===== config.mk =====
export PLATFORM = sky130hd
export DESIGN_NAME = mod3_frame_sched
export DESIGN_NICKNAME = d
export VERILOG_FILES = /design/src/rtl/mod3_frame_sched.sv
export SDC_FILE = /design/constraint.sdc
export NUM_CORES = 1
export LEC_CHECK = 0
export BUFFER_PORTS_ARGS = -buffer_cell sky130_fd_sc_hd__buf_2
export CAP_MARGIN = 5
export CORE_MARGIN = 4
export CORE_UTILIZATION = 35
export DETAILED_ROUTE_END_ITERATION = 10
export HOLD_SLACK_MARGIN = 0.1
export PLACE_DENSITY = 0.66
export SLEW_MARGIN = 20
export SYNTH_ARGS = -nofsm -noshare
export SYNTH_HDL_FRONTEND = slang
export SYNTH_SLANG_ARGS = --single-unit

===== constraint.sdc =====
create_clock -name clk -period 1.65 [get_ports clk]
set_input_delay 0.0825 -clock clk [delete_from_list [all_inputs] [get_ports clk]]
set_output_delay 0.0825 -clock clk [all_outputs]
set_load 0.02 [all_outputs]

===== src/rtl/mod3_frame_sched.sv =====
// Round-robin front end that time-shares one serial divisible-by-3 detector between two word requesters.
// Optional remainder cross-check built when MOD3_SCHED_SELFCHECK_EN is defined.
module mod3_frame_sched #(
  parameter int unsigned W       = 24,
  parameter int unsigned DET_LAT = 1
) (
  input  logic         clk,
  input  logic         rst_n,
  input  logic         req0_valid,
  input  logic [W-1:0] req0_data,
  output logic         req0_ready,
  input  logic         req1_valid,
  input  logic [W-1:0] req1_data,
  output logic         req1_ready,
  output logic         det_clr_n,
  output logic         det_din,
  input  logic         det_dout,
  output logic         resp_valid,
  output logic         resp_id,
  output logic         resp_div3,
  output logic         resp_mismatch,
  output logic         busy
);

  localparam int unsigned CMAX = (W > DET_LAT) ? W : DET_LAT;
  localparam int unsigned CW   = (CMAX > 1) ? $clog2(CMAX) : 1;

  typedef enum logic [2:0] {IDLE, CLR, SHIFT, WAIT, DONE} state_t;

  state_t         state_q, state_d;
  logic [W-1:0]   sreg_q, sreg_d;
  logic [CW-1:0]  cnt_q, cnt_d;
  logic           id_q, id_d;
  logic           last_grant_q, last_grant_d;
  logic           det_clr_n_q, det_clr_n_d;
  logic           resp_valid_q, resp_valid_d;
  logic           resp_id_q, resp_id_d;
  logic           resp_div3_q, resp_div3_d;
  logic           resp_mismatch_q, resp_mismatch_d;
  logic           grant;
  logic           accept;
  logic           mismatch_now;

  // grant is only meaningful while some valid is high
  always_comb begin
    if (req0_valid && req1_valid) grant = ~last_grant_q;
    else                          grant = ~req0_valid;
  end

  assign req0_ready = (state_q == IDLE) && req0_valid && !grant;
  assign req1_ready = (state_q == IDLE) && req1_valid && grant;
  assign accept     = req0_ready | req1_ready;

  always_comb begin
    state_d         = state_q;
    sreg_d          = sreg_q;
    cnt_d           = cnt_q;
    id_d            = id_q;
    last_grant_d    = last_grant_q;
    resp_valid_d    = 1'b0;
    resp_id_d       = resp_id_q;
    resp_div3_d     = resp_div3_q;
    resp_mismatch_d = resp_mismatch_q;
    case (state_q)
      IDLE: begin
        if (accept) begin
          sreg_d       = grant ? req1_data : req0_data;
          id_d         = grant;
          last_grant_d = grant;
          state_d      = CLR;
        end
      end
      CLR: begin
        cnt_d   = '0;
        state_d = SHIFT;
      end
      SHIFT: begin
        sreg_d = {sreg_q[W-2:0], 1'b0};
        if (cnt_q == CW'(W - 1)) begin
          cnt_d   = '0;
          state_d = WAIT;
        end else begin
          cnt_d = cnt_q + 1'b1;
        end
      end
      WAIT: begin
        if (cnt_q == CW'(DET_LAT - 1)) begin
          resp_valid_d    = 1'b1;
          resp_id_d       = id_q;
          resp_div3_d     = det_dout;
          resp_mismatch_d = mismatch_now;
          state_d         = DONE;
        end else begin
          cnt_d = cnt_q + 1'b1;
        end
      end
      DONE:    state_d = IDLE;
      default: state_d = IDLE;
    endcase
    // registered so the clear is also driven low in the cycle after reset
    det_clr_n_d = (state_d != CLR);
  end

  always_ff @(posedge clk) begin
    if (!rst_n) begin
      state_q         <= IDLE;
      sreg_q          <= '0;
      cnt_q           <= '0;
      id_q            <= 1'b0;
      last_grant_q    <= 1'b1;
      det_clr_n_q     <= 1'b0;
      resp_valid_q    <= 1'b0;
      resp_id_q       <= 1'b0;
      resp_div3_q     <= 1'b0;
      resp_mismatch_q <= 1'b0;
    end else begin
      state_q         <= state_d;
      sreg_q          <= sreg_d;
      cnt_q           <= cnt_d;
      id_q            <= id_d;
      last_grant_q    <= last_grant_d;
      det_clr_n_q     <= det_clr_n_d;
      resp_valid_q    <= resp_valid_d;
      resp_id_q       <= resp_id_d;
      resp_div3_q     <= resp_div3_d;
      resp_mismatch_q <= resp_mismatch_d;
    end
  end

`ifdef MOD3_SCHED_SELFCHECK_EN
  logic [1:0] rem_q, rem_d;

  // r' = (2r + bit) mod 3 over the same bit stream the detector sees
  always_comb begin
    rem_d = rem_q;
    if (state_q == CLR) begin
      rem_d = '0;
    end else if (state_q == SHIFT) begin
      case ({rem_q, sreg_q[W-1]})
        3'b000:  rem_d = 2'd0;
        3'b001:  rem_d = 2'd1;
        3'b010:  rem_d = 2'd2;
        3'b011:  rem_d = 2'd0;
        3'b100:  rem_d = 2'd1;
        3'b101:  rem_d = 2'd2;
        default: rem_d = 2'd0;
      endcase
    end
  end

  always_ff @(posedge clk) begin
    if (!rst_n) rem_q <= '0;
    else        rem_q <= rem_d;
  end

  assign mismatch_now = det_dout != (rem_q == 2'd0);
`else
  assign mismatch_now = 1'b0;
`endif

  assign det_clr_n     = det_clr_n_q;
  assign det_din       = (state_q == SHIFT) & sreg_q[W-1];
  assign busy          = (state_q != IDLE);
  assign resp_valid    = resp_valid_q;
  assign resp_id       = resp_id_q;
  assign resp_div3     = resp_div3_q;
  assign resp_mismatch = resp_mismatch_q;

endmodule


==> flow_summary.toml <==
[layout]
fin_nets = 379
utilization = 0.484
stdcell_count = 396
layout-drive-gt1-share = 0.272
syn2layout_area_growth_pct = 34.7
mostFrequentLayoutCells = "buf_2 (60), dfxtp_1 (37), nand2_1 (30)"
mostFrequentLayoutCell = "buf_2"
diodes = 0
final_area_um2 = 2650
fillers = 546

[routing]
first_pass_iters = 4
drc = 0
dr_total_vias = 2049
wl_met3_um = 233
wirelength_mm = 5.34
highest_layer = "met4"
wl_per_cell_um = 13.5
drt_iter0_markers = 142
routed_via_density = 5.17
wl_met2_mm = 2.58
m1WireLength_mm = 2.40
ant_nets = 0

[global_route]
grt_max_degree = 27
overflow = 0
grt_pass1_vias = 2016
antenna_found_initial = 0
grt_usage = 0.159
grt_pass1_wl_mm = 9.18

[worst_setup_path]
criticalPathCategory = "flip-flop to output pin"
path_cells = "nor3_4 > buf_4 > and3_1 > buf_2"
r2r_end = "sreg_q[6]"
max_stage_delay_ps = 390
cp_slowest_cell = "dfxtp_1"
required_ps = 1570
r2r-start = "state_q[1]"
critPathMaxFanout = 8
reg2regPathDepth = 4
regToRegSetupSlack_ps = 120
cp-end-kind = "output pin"
start_kind = "flip-flop"
cp.arrival_ps = 1470

[floorplan]
dieArea_um2 = 6870
core_um2 = 5470
initial_core_util = 0.359
floorplan.rows = 27
io_pins = 62
die_w_um = 82.9
die_y_um = 82.9

[logic_synthesis]
synth_warnings = 0
synth-seq-cells = 38
syn_avg_cell_area_um2 = 8.08
synthArstFlopShare = 0
yosysUniqueCellTypes = 39
syn_nets = 298
synth_seq_area_share = 0.387
synth_ff_type = "dfxtp_1"
netlist_instances = 243
synth_edf_count = 0
netlist_area_um2 = 1960

[sta]
setup-violations-final = 0
hold_viol_final = 0
finalSetupTns_ps = 0
slew_violations = 0
worst_pin_slew_ps = 638
finalCritPeriodShare = 0.940
timing.hold.ws_ps = 110
fin_worst_skew_ps = 5.39
maxSlewHeadroom = 0.573
fmaxAchievable_ghz = 0.645
post-route-min-period_ps = 1550

[place]
gp_congestion = 0.776
placed_cell_area_um2 = 2340
dpl.hpwl_mm = 3.65
dp_cells = 367
numPortBuffers = 60

[worst_hold_path]
min_to = "sreg_q[8]"
min_path_type = "input pin to flip-flop"
worst_hold_path.num_cells = 3
hold_start = "req1_data[8]"

[cts]
clk_latency_ps = 290
cts_buffers = 5
cts.path.max_buffers = 2
path_clk_slew_ps = 70
cts_max_level = 2
cts_tree = "yes"
cts_sinks = 38
clockRootBuffer = "clkbuf_8"

[pwr]
ir_worst_vdd_mv = 0.630
power_leakage_nw = 1.15
p_per_area_nw_per_um2 = 878

[job]
cap_violations = 0

[status]
status = "complete, no violations"
-- layout make-up --
| type | count | area [um^2] | share of cell area |
|---|---|---|---|
| repair buffers | 93 | 616 | 0.233 |
| inverters | 5 | 18.8 | 0.00709 |
| multi-input cells | 181 | 1080 | 0.409 |
| well taps | 72 | 90.1 | 0.0340 |
| clock buffers | 5 | 68.8 | 0.0260 |
| flip-flops and latches | 38 | 762 | 0.288 |
| clock inverters | 2 | 10.0 | 0.00378 |
-- power breakdown --
group / leakage, nW / switching (mW) / internal (mW) / total [mW]
sequential: 0.313 / 0.0664 / 1.04 / 1.10
clock: 0.0438 / 0.315 / 0.283 / 0.598
combinational: 0.788 / 0.339 / 0.283 / 0.622
-- worst max path at each step --
stage                          start    endpoint  depth (start not counted)
after floorplan             cnt_q[0]  state_q[0]                          6
after global placement    state_q[1]   sreg_q[6]                          4
after detailed placement  state_q[1]  sreg_q[19]                          4
after CTS                 state_q[1]   sreg_q[6]                          4
after global routing      state_q[1]   sreg_q[8]                          5
final                     state_q[1]  req1_ready                          4
-- cells in the mapped netlist, types with 4 or more instances --
| master | number | area share |
|---|---|---|
| dfxtp_1 | 38 | 0.39 |
| nand2_1 | 30 | 0.057 |
| o21ai_1 | 28 | 0.071 |
| and3_1 | 27 | 0.086 |
| a211oi_1 | 23 | 0.088 |
| o21ai_0 | 21 | 0.054 |
| nor2_1 | 11 | 0.021 |
| clkbuf_1 | 9 | 0.017 |
| a21oi_1 | 5 | 0.013 |
| buf_2 | 4 | 0.010 |
| buf_6 | 4 | 0.023 |
| inv_1 | 4 | 0.0076 |
-- cell families (layout without fill, tap and decap cells) --
group                    count (synthesis)  in the layout  share of synthesized area
AO/OA/AOI/OAI                           88             88                      0.275
adder cells (fa/ha/maj)                  2              2                     0.0127
buffers and inverters                   24            105                     0.0675
flip-flops                              38             38                      0.387
multiplexers                             3              3                     0.0153
other                                    1              1                    0.00191
AND/OR/NAND/NOR                         87             87                      0.240
-- sequential cells by signal, indices dropped and copies added, names as in the netlist --
signal / count
sreg_q: 24
cnt_q: 5
state_q: 3
det_clr_n: 1
id_q: 1
last_grant_q: 1
resp_div3: 1
resp_id: 1
resp_valid: 1
-- timing repair --
| item | CTS | global route |
|---|---|---|
| buffers inserted | 0 | 0 |
| hold buffers | 22 | 0 |
| endpoints found under the setup margin | 0 | 19 |
| hold endpoints to repair | 22 | 0 |
| gates resized for setup | 0 | 3 |
-- layer usage --
metal / GRT usage / up-vias
li1: - / 1043
met1: 0.202 / 936
met2: 0.257 / 57
met3: 0.0357 / 13
met4: 0.0684 / 0
met5: 0 / -
-- metrics by stage --
| step | total power, mW | setup WS (ps) |
|---|---|---|
| final | 2.32 | 99.7 |
| after global routing | 2.48 | -4.60 |
| after CTS | 2.34 | 30.2 |
| after detailed placement | 1.70 | 58.6 |
| after global placement | 1.69 | 92.3 |
| after floorplan | 1.52 | 253 |
-- critical path: cells and delay by family (launching register included) --
| family | cells | cell delay, ps |
|---|---|---|
| buffers and inverters | 2 | 340 |
| DFF | 1 | 390 |
| and+or+nand+nor | 2 | 450 |
(Power assumes the default switching activity.)
